===== src/rtl/dco_loop_filter_pkg.sv =====
// Shared ADPLL constants: default loop-filter geometry and midscale helpers used by the
// loop filter and the ring oscillator it steers.
package dco_loop_filter_pkg;

  localparam int unsigned CtrlWidthDef  = 4;
  localparam int unsigned IntWidthDef   = 10;
  localparam int unsigned LockCountDef  = 16;
  localparam int unsigned KpStepDef     = 1;
  // Update strobes are blocked for this many cycles after each accepted reference edge.
  localparam int unsigned HoldoffCycles = 2;

  localparam int unsigned CtrlMidDef = 1 << (CtrlWidthDef - 1);
  localparam int unsigned IntMidDef  = 1 << (IntWidthDef - 1);

  function automatic int unsigned midscale(input int unsigned width);
    return 1 << (width - 1);
  endfunction

endpackage


===== src/rtl/sync_2ff.sv =====
// Two-flop synchronizer for a single asynchronous control bit.
module sync_2ff (
  input  logic clk_i,
  input  logic rst_ni,
  input  logic d_i,
  output logic q_o
);

  logic s1_q, s2_q;

  always_ff @(posedge clk_i or negedge rst_ni) begin
    if (!rst_ni) begin
      s1_q <= 1'b0;
      s2_q <= 1'b0;
    end else begin
      s1_q <= d_i;
      s2_q <= s1_q;
    end
  end

  assign q_o = s2_q;

endmodule


===== src/rtl/dco_loop_filter.sv =====
// Bang-bang PI loop filter: integrates PD decisions on each reference edge, adds a
// proportional kick and drives the ring-oscillator frequency code; flags lock on alternation.
module dco_loop_filter
  import dco_loop_filter_pkg::*;
#(
  parameter int unsigned CTRL_WIDTH = CtrlWidthDef,
  parameter int unsigned INT_WIDTH  = IntWidthDef,
  parameter int unsigned KP_STEP    = KpStepDef,
  parameter int unsigned LOCK_COUNT = LockCountDef
) (
  input  logic                  fpga_clk_i,
  input  logic                  rst_n_i,
  input  logic                  enable_i,
  input  logic                  ref_i,
  input  logic                  pd_i,
  output logic [CTRL_WIDTH-1:0] freq_code_o,
  output logic                  update_o,
  output logic                  lock_o
);

  localparam int unsigned Shift = INT_WIDTH - CTRL_WIDTH;
  localparam int unsigned CntW  = $clog2(LOCK_COUNT + 1);
  localparam int          CodeMax = (1 << CTRL_WIDTH) - 1;

  localparam logic [INT_WIDTH-1:0]  IntMax  = '1;
  localparam logic [INT_WIDTH-1:0]  IntMid  = INT_WIDTH'(midscale(INT_WIDTH));
  localparam logic [CTRL_WIDTH-1:0] CodeMid = CTRL_WIDTH'(midscale(CTRL_WIDTH));
  localparam logic [CntW-1:0]       LockCnt = CntW'(LOCK_COUNT);

  logic ref_s2, pd_s2, upd;
  logic ref_s3_q;
  logic [INT_WIDTH-1:0]  integ_q, integ_d;
  logic [CTRL_WIDTH-1:0] code_q, code_d;
  logic [CntW-1:0]       cnt_q, cnt_d;
  logic [1:0]            hold_q, hold_d;
  logic                  prev_q, prev_d;
  logic                  first_q, first_d;
  logic                  upd_q;
  int                    code_tmp;

  sync_2ff u_ref_sync (
    .clk_i  (fpga_clk_i),
    .rst_ni (rst_n_i),
    .d_i    (ref_i),
    .q_o    (ref_s2)
  );

  sync_2ff u_pd_sync (
    .clk_i  (fpga_clk_i),
    .rst_ni (rst_n_i),
    .d_i    (pd_i),
    .q_o    (pd_s2)
  );

  assign upd = ref_s2 & ~ref_s3_q & enable_i & (hold_q == 2'd0);

  always_comb begin
    integ_d  = integ_q;
    code_d   = code_q;
    cnt_d    = cnt_q;
    prev_d   = prev_q;
    first_d  = first_q;
    hold_d   = (hold_q != 2'd0) ? hold_q - 2'd1 : 2'd0;
    code_tmp = 0;

    if (upd) begin
      hold_d = 2'(HoldoffCycles);
      if (pd_s2) integ_d = (integ_q == IntMax) ? integ_q : integ_q + INT_WIDTH'(1);
      else       integ_d = (integ_q == '0)     ? integ_q : integ_q - INT_WIDTH'(1);

      code_tmp = int'(integ_d >> Shift) + (pd_s2 ? int'(KP_STEP) : -int'(KP_STEP));
      if (code_tmp < 0)            code_d = '0;
      else if (code_tmp > CodeMax) code_d = '1;
      else                         code_d = CTRL_WIDTH'(code_tmp);

      // The first decision has no predecessor, so it cannot count as an alternation.
      if (first_q)              cnt_d = '0;
      else if (pd_s2 != prev_q) cnt_d = (cnt_q == LockCnt) ? cnt_q : cnt_q + CntW'(1);
      else                      cnt_d = '0;
      prev_d  = pd_s2;
      first_d = 1'b0;
    end

    if (!enable_i) begin
      cnt_d   = '0;
      first_d = 1'b1;
    end
  end

  always_ff @(posedge fpga_clk_i or negedge rst_n_i) begin
    if (!rst_n_i) begin
      ref_s3_q <= 1'b0;
      integ_q  <= IntMid;
      code_q   <= CodeMid;
      cnt_q    <= '0;
      hold_q   <= 2'd0;
      prev_q   <= 1'b0;
      first_q  <= 1'b1;
      upd_q    <= 1'b0;
    end else begin
      ref_s3_q <= ref_s2;
      integ_q  <= integ_d;
      code_q   <= code_d;
      cnt_q    <= cnt_d;
      hold_q   <= hold_d;
      prev_q   <= prev_d;
      first_q  <= first_d;
      upd_q    <= upd;
    end
  end

  assign freq_code_o = code_q;
  assign update_o    = upd_q;
  assign lock_o      = (cnt_q == LockCnt);

endmodule


===== config.mk =====
export PLATFORM = sky130hd
export DESIGN_NAME = dco_loop_filter
export DESIGN_NICKNAME = d
export VERILOG_FILES = /design/src/rtl/dco_loop_filter_pkg.sv /design/src/rtl/sync_2ff.sv /design/src/rtl/dco_loop_filter.sv
export SDC_FILE = /design/constraint.sdc
export NUM_CORES = 1
export LEC_CHECK = 0
export CAP_MARGIN = 20
export CELL_PAD_IN_SITES_DETAIL_PLACEMENT = 1
export CELL_PAD_IN_SITES_GLOBAL_PLACEMENT = 1
export CORE_UTILIZATION = 42
export CTS_CLUSTER_DIAMETER = 60
export DETAILED_ROUTE_END_ITERATION = 8
export GPL_ROUTABILITY_DRIVEN = 0
export HOLD_SLACK_MARGIN = 0.1
export PLACE_DENSITY_LB_ADDON = 0.1
export SYNTH_ARGS = -nofsm -noshare
export SYNTH_HDL_FRONTEND = slang
export SYNTH_SLANG_ARGS = --single-unit

===== constraint.sdc =====
create_clock -name fpga_clk_i -period 3.9 [get_ports fpga_clk_i]
set_clock_uncertainty 0.2 [all_clocks]
set_input_delay 0.585 -clock fpga_clk_i [delete_from_list [all_inputs] [get_ports fpga_clk_i]]
set_output_delay 0.585 -clock fpga_clk_i [all_outputs]
set_load 0.005 [all_outputs]

==> run_results.csv <==
group,metric,value,unit
grt,number_of_global_route_vias_before_repair,1910,
layout,final_instance_count_excl_fillers,303,
pwr,static_leakage_power,1.08,nW
drt,vias_per_cell,6.12,
drt,drtAntennaViolNets,0,
critical_path,worstPathBufferInverterCount,1,
critical_path,crit_top_cell,"ha_4",
critical_path,critical-path-max-stage-delay,0.47,ns
status,status,"finished with violations",
yosys,async_reset_ff_frac,1.00,
floorplan,placement_rows,24,
sta,worst_slew_pin_slew,0.668,ns
critical_path,r2r_depth,16,
floorplan,top_level_ports,11,
worst_hold_path,worstHoldPathCells,0,
layout,drive_above_1_share,0.279,
yosys,post_synth_inst_count,216,
grt,pin_count_of_the_biggest_net_entering_global_routing,30,
cts,cts-hold-fix-buffers,0,
sta,timing.final.crit_share,1.01,
placement,dpl_worst_slack,-0.151,ns
pwr,max-vdd-ir-drop,0.278,mV
yosys,synthesis.nets,236,
critical_path,cp.arrival,3.92,ns
sta,post_route_setup_slack,-0.0259,ns
sta,drv_slew,0,
sta,max_clock_freq,0.255,GHz
grt,grt_util_all_layers,0.255,
yosys,ys_top_cells_by_area,"dfrtp_1 33%, ha_1 9.4%, o21ai_0 4.8%",
worst_hold_path,hold_path_startpoint,"u_ref_sync.s1_q",
grt,grt_antenna_before_repair,0,
status,violations_in_the_final_reports,"DRC, setup timing",
cts,clk_root_buffer_cell,"clkbuf_8",
yosys,post_synth.cell_area_avg,9.25,um^2
yosys,yosys_warnings,0,
yosys,sequential_fraction_of_the_synthesis_area,0.365,
yosys,syn_area,0.00200,mm^2
grt,grt_overflow_total,0,
floorplan,start_util,0.447,
cts,tritoncts.num_buffers,5,
critical_path,worst_setup_path_category,"flip-flop to flip-flop",
sta,hold_viol_final,0,
critical_path,cpLargestDelayFamily,"simple AND/OR/NAND/NOR gates",
pwr,pwr_cell_area,632,mW/mm^2
sta,timing.final.crit_period,3.93,ns
floorplan,core,0.00447,mm^2
yosys,synth_enable_flop_cells,0,
layout,num_antenna_cells,0,
yosys,synthFlopType,"dfrtp_1",
layout,most-common-layout-cells,"32 x buf_4, 26 x dfrtp_1, 17 x o21ai_0",
drt,drt_iter0_markers,119,
cts,clockBufferDepth,2,
cts,clock_tree_from_tritoncts,"built",
layout,layout.filler_cells,519,
drt,routed_wire_length_per_instance,20.2,um
yosys,yosys.area.top_type,"dfrtp_1",
drt,route.final.wire_length,6130,um
floorplan,die_height,71.0,um
yosys,postSynthRegisterBits,29,
critical_path,setup.worst_path.start,"integ_q[0]",
drt,drt_drc_violations_left,1,
sta,slew_headroom,0.551,
layout,synthToLayoutAreaGrowth,27.5,%
cts,clock_sink_count,29,
layout,mostFrequentLayoutCell,"buf_4",
grt,grt_first_pass_wirelength,9790,um
cts,htree_depth,2,
floorplan,fp.dieW,71.0,um
sta,rsz0062_at_grt,"true",
worst_hold_path,hold_class,"flip-flop to flip-flop",
sta,setup-violations-final,2,
yosys,netlist.area_leader.share,0.326,
cts,path_clk_slew,0.07,ns
drt,detailroute.via_count,1854,
critical_path,worstReg2RegStart,"integ_q[0]",
critical_path,crit_path_max_fanout,5,
cts,clk-insertion-delay-late,0.28,ns
critical_path,critPathSlowestCell,"or4b_4",
critical_path,cp_data_required_time,3.90,ns
drt,drt_pre_antenna_iters,7,
placement,dpl_cell_area,0.00222,mm^2
layout,final_stage_net_count,270,
critical_path,worstSetupStartpointType,"flip-flop",
critical_path,worst_setup_path_end_kind,"flip-flop",
layout,stdcell_area,0.00255,mm^2
job,max_cap_violations,0,
placement,dp.cells,283,
placement,place.port_buffers,10,
critical_path,cp_num_cells,16,
placement,dp_hpwl,3860,um
floorplan,area_of_the_die,0.00504,mm^2
critical_path,crit_chain,"inv_2, ha_4, or3b_4, or4_4, o31ai_4, a31o_2, ha_4, nor2_4, o21bai_4, o21ai_2, ha_1, or4b_4, nor3_4, nand3_1, mux2i_1, a211oi_1",
yosys,synthDistinctLibCells,50,
path summary, 6_finish.rpt:
kind / to / slack [ns]
max: freq_code_o[3] / -0.03
min reg2reg: u_ref_sync.q_o / 0.16
max in group asynchronous: freq_code_o[3] / 2.68
max reg2reg: freq_code_o[3] / -0.03
min: u_ref_sync.q_o / 0.16
min in group asynchronous: integ_q[0] / 0.49
registers in the layout, summed over array words and instances (netlist names):
signal and count:
first_q 1, hold_q 2, u_pd_sync.q_o 1, freq_code_o 4
u_ref_sync.s1_q 1, integ_q 10, prev_q 1, u_ref_sync.q_o 1
u_pd_sync.s1_q 1, cnt_q 5, update_o 1, ref_s3_q 1
metrics by stage:
step,utilization,total power [mW],TNS [ns],hold slack (ns)
final,0.569,1.61,-0.0331,0.159
after global routing,0.569,1.70,-0.440,0.164
after CTS,0.549,1.51,-0.342,0.160
after detailed placement,0.495,1.10,-0.484,0.149
after global placement,0.495,1.06,0,0.133
after floorplan,-,0.885,0,0.0894
where the power goes:
group	switching, mW	internal [mW]
clock network	0.116	0.208
logic	0.451	0.380
registers	0.0801	0.374
total	0.647	0.963
layer usage:
layer  GRT usage  part of all wire
met3      0.0470             0.031
met4       0.100             0.030
met1       0.316              0.42
met2       0.442              0.52
met5           0                 0
Yosys cell counts (3+ instances only):
cell      number
o31ai_1        3
nand2_1       14
buf_4          3
a211oi_1       5
nor3_1         8
nor4_1         3
dfstp_2        3
buf_6          3
nand3_1        9
a21oi_1       15
dfrtp_1       26
o21ai_0       19
xor2_1         5
inv_1          9
mux2i_1        5
nor2_1        15
or4_1          3
and2_1         3
a21o_1         3
clkbuf_1       5
ha_1          15
nand4_1        3
nor2b_1        3
cells by family (layout without fill, tap and decap cells):
| logic type | count (synthesis) | in the layout | synth area share |
|---|---|---|---|
| AOI/OAI and AO/OA | 62 | 62 | 0.204 |
| xor gates and xnor gates | 6 | 6 | 0.0263 |
| adders and majority gates | 15 | 15 | 0.0939 |
| buffers and inverters | 24 | 59 | 0.0733 |
| DFF | 29 | 29 | 0.365 |
| muxes | 7 | 7 | 0.0363 |
| and+or+nand+nor | 73 | 73 | 0.202 |
cell type report:
type                       instances  area, um^2  area share
multi-input combinational        163        1260       0.496
sequential                        29         729       0.286
timing repair buffer              42         340       0.134
clock buffer                       7        86.3      0.0339
tap                               52        65.1      0.0255
inverter                           9        33.8      0.0133
clock inverter                     1        30.0      0.0118
repair_timing:
item,CTS,global route
endpoints found under the hold margin,0,0
pin swaps,10,12
setup endpoints to repair,4,4
gates resized for setup,15,11
setup buffers,7,5
(Power assumes the default switching activity.)
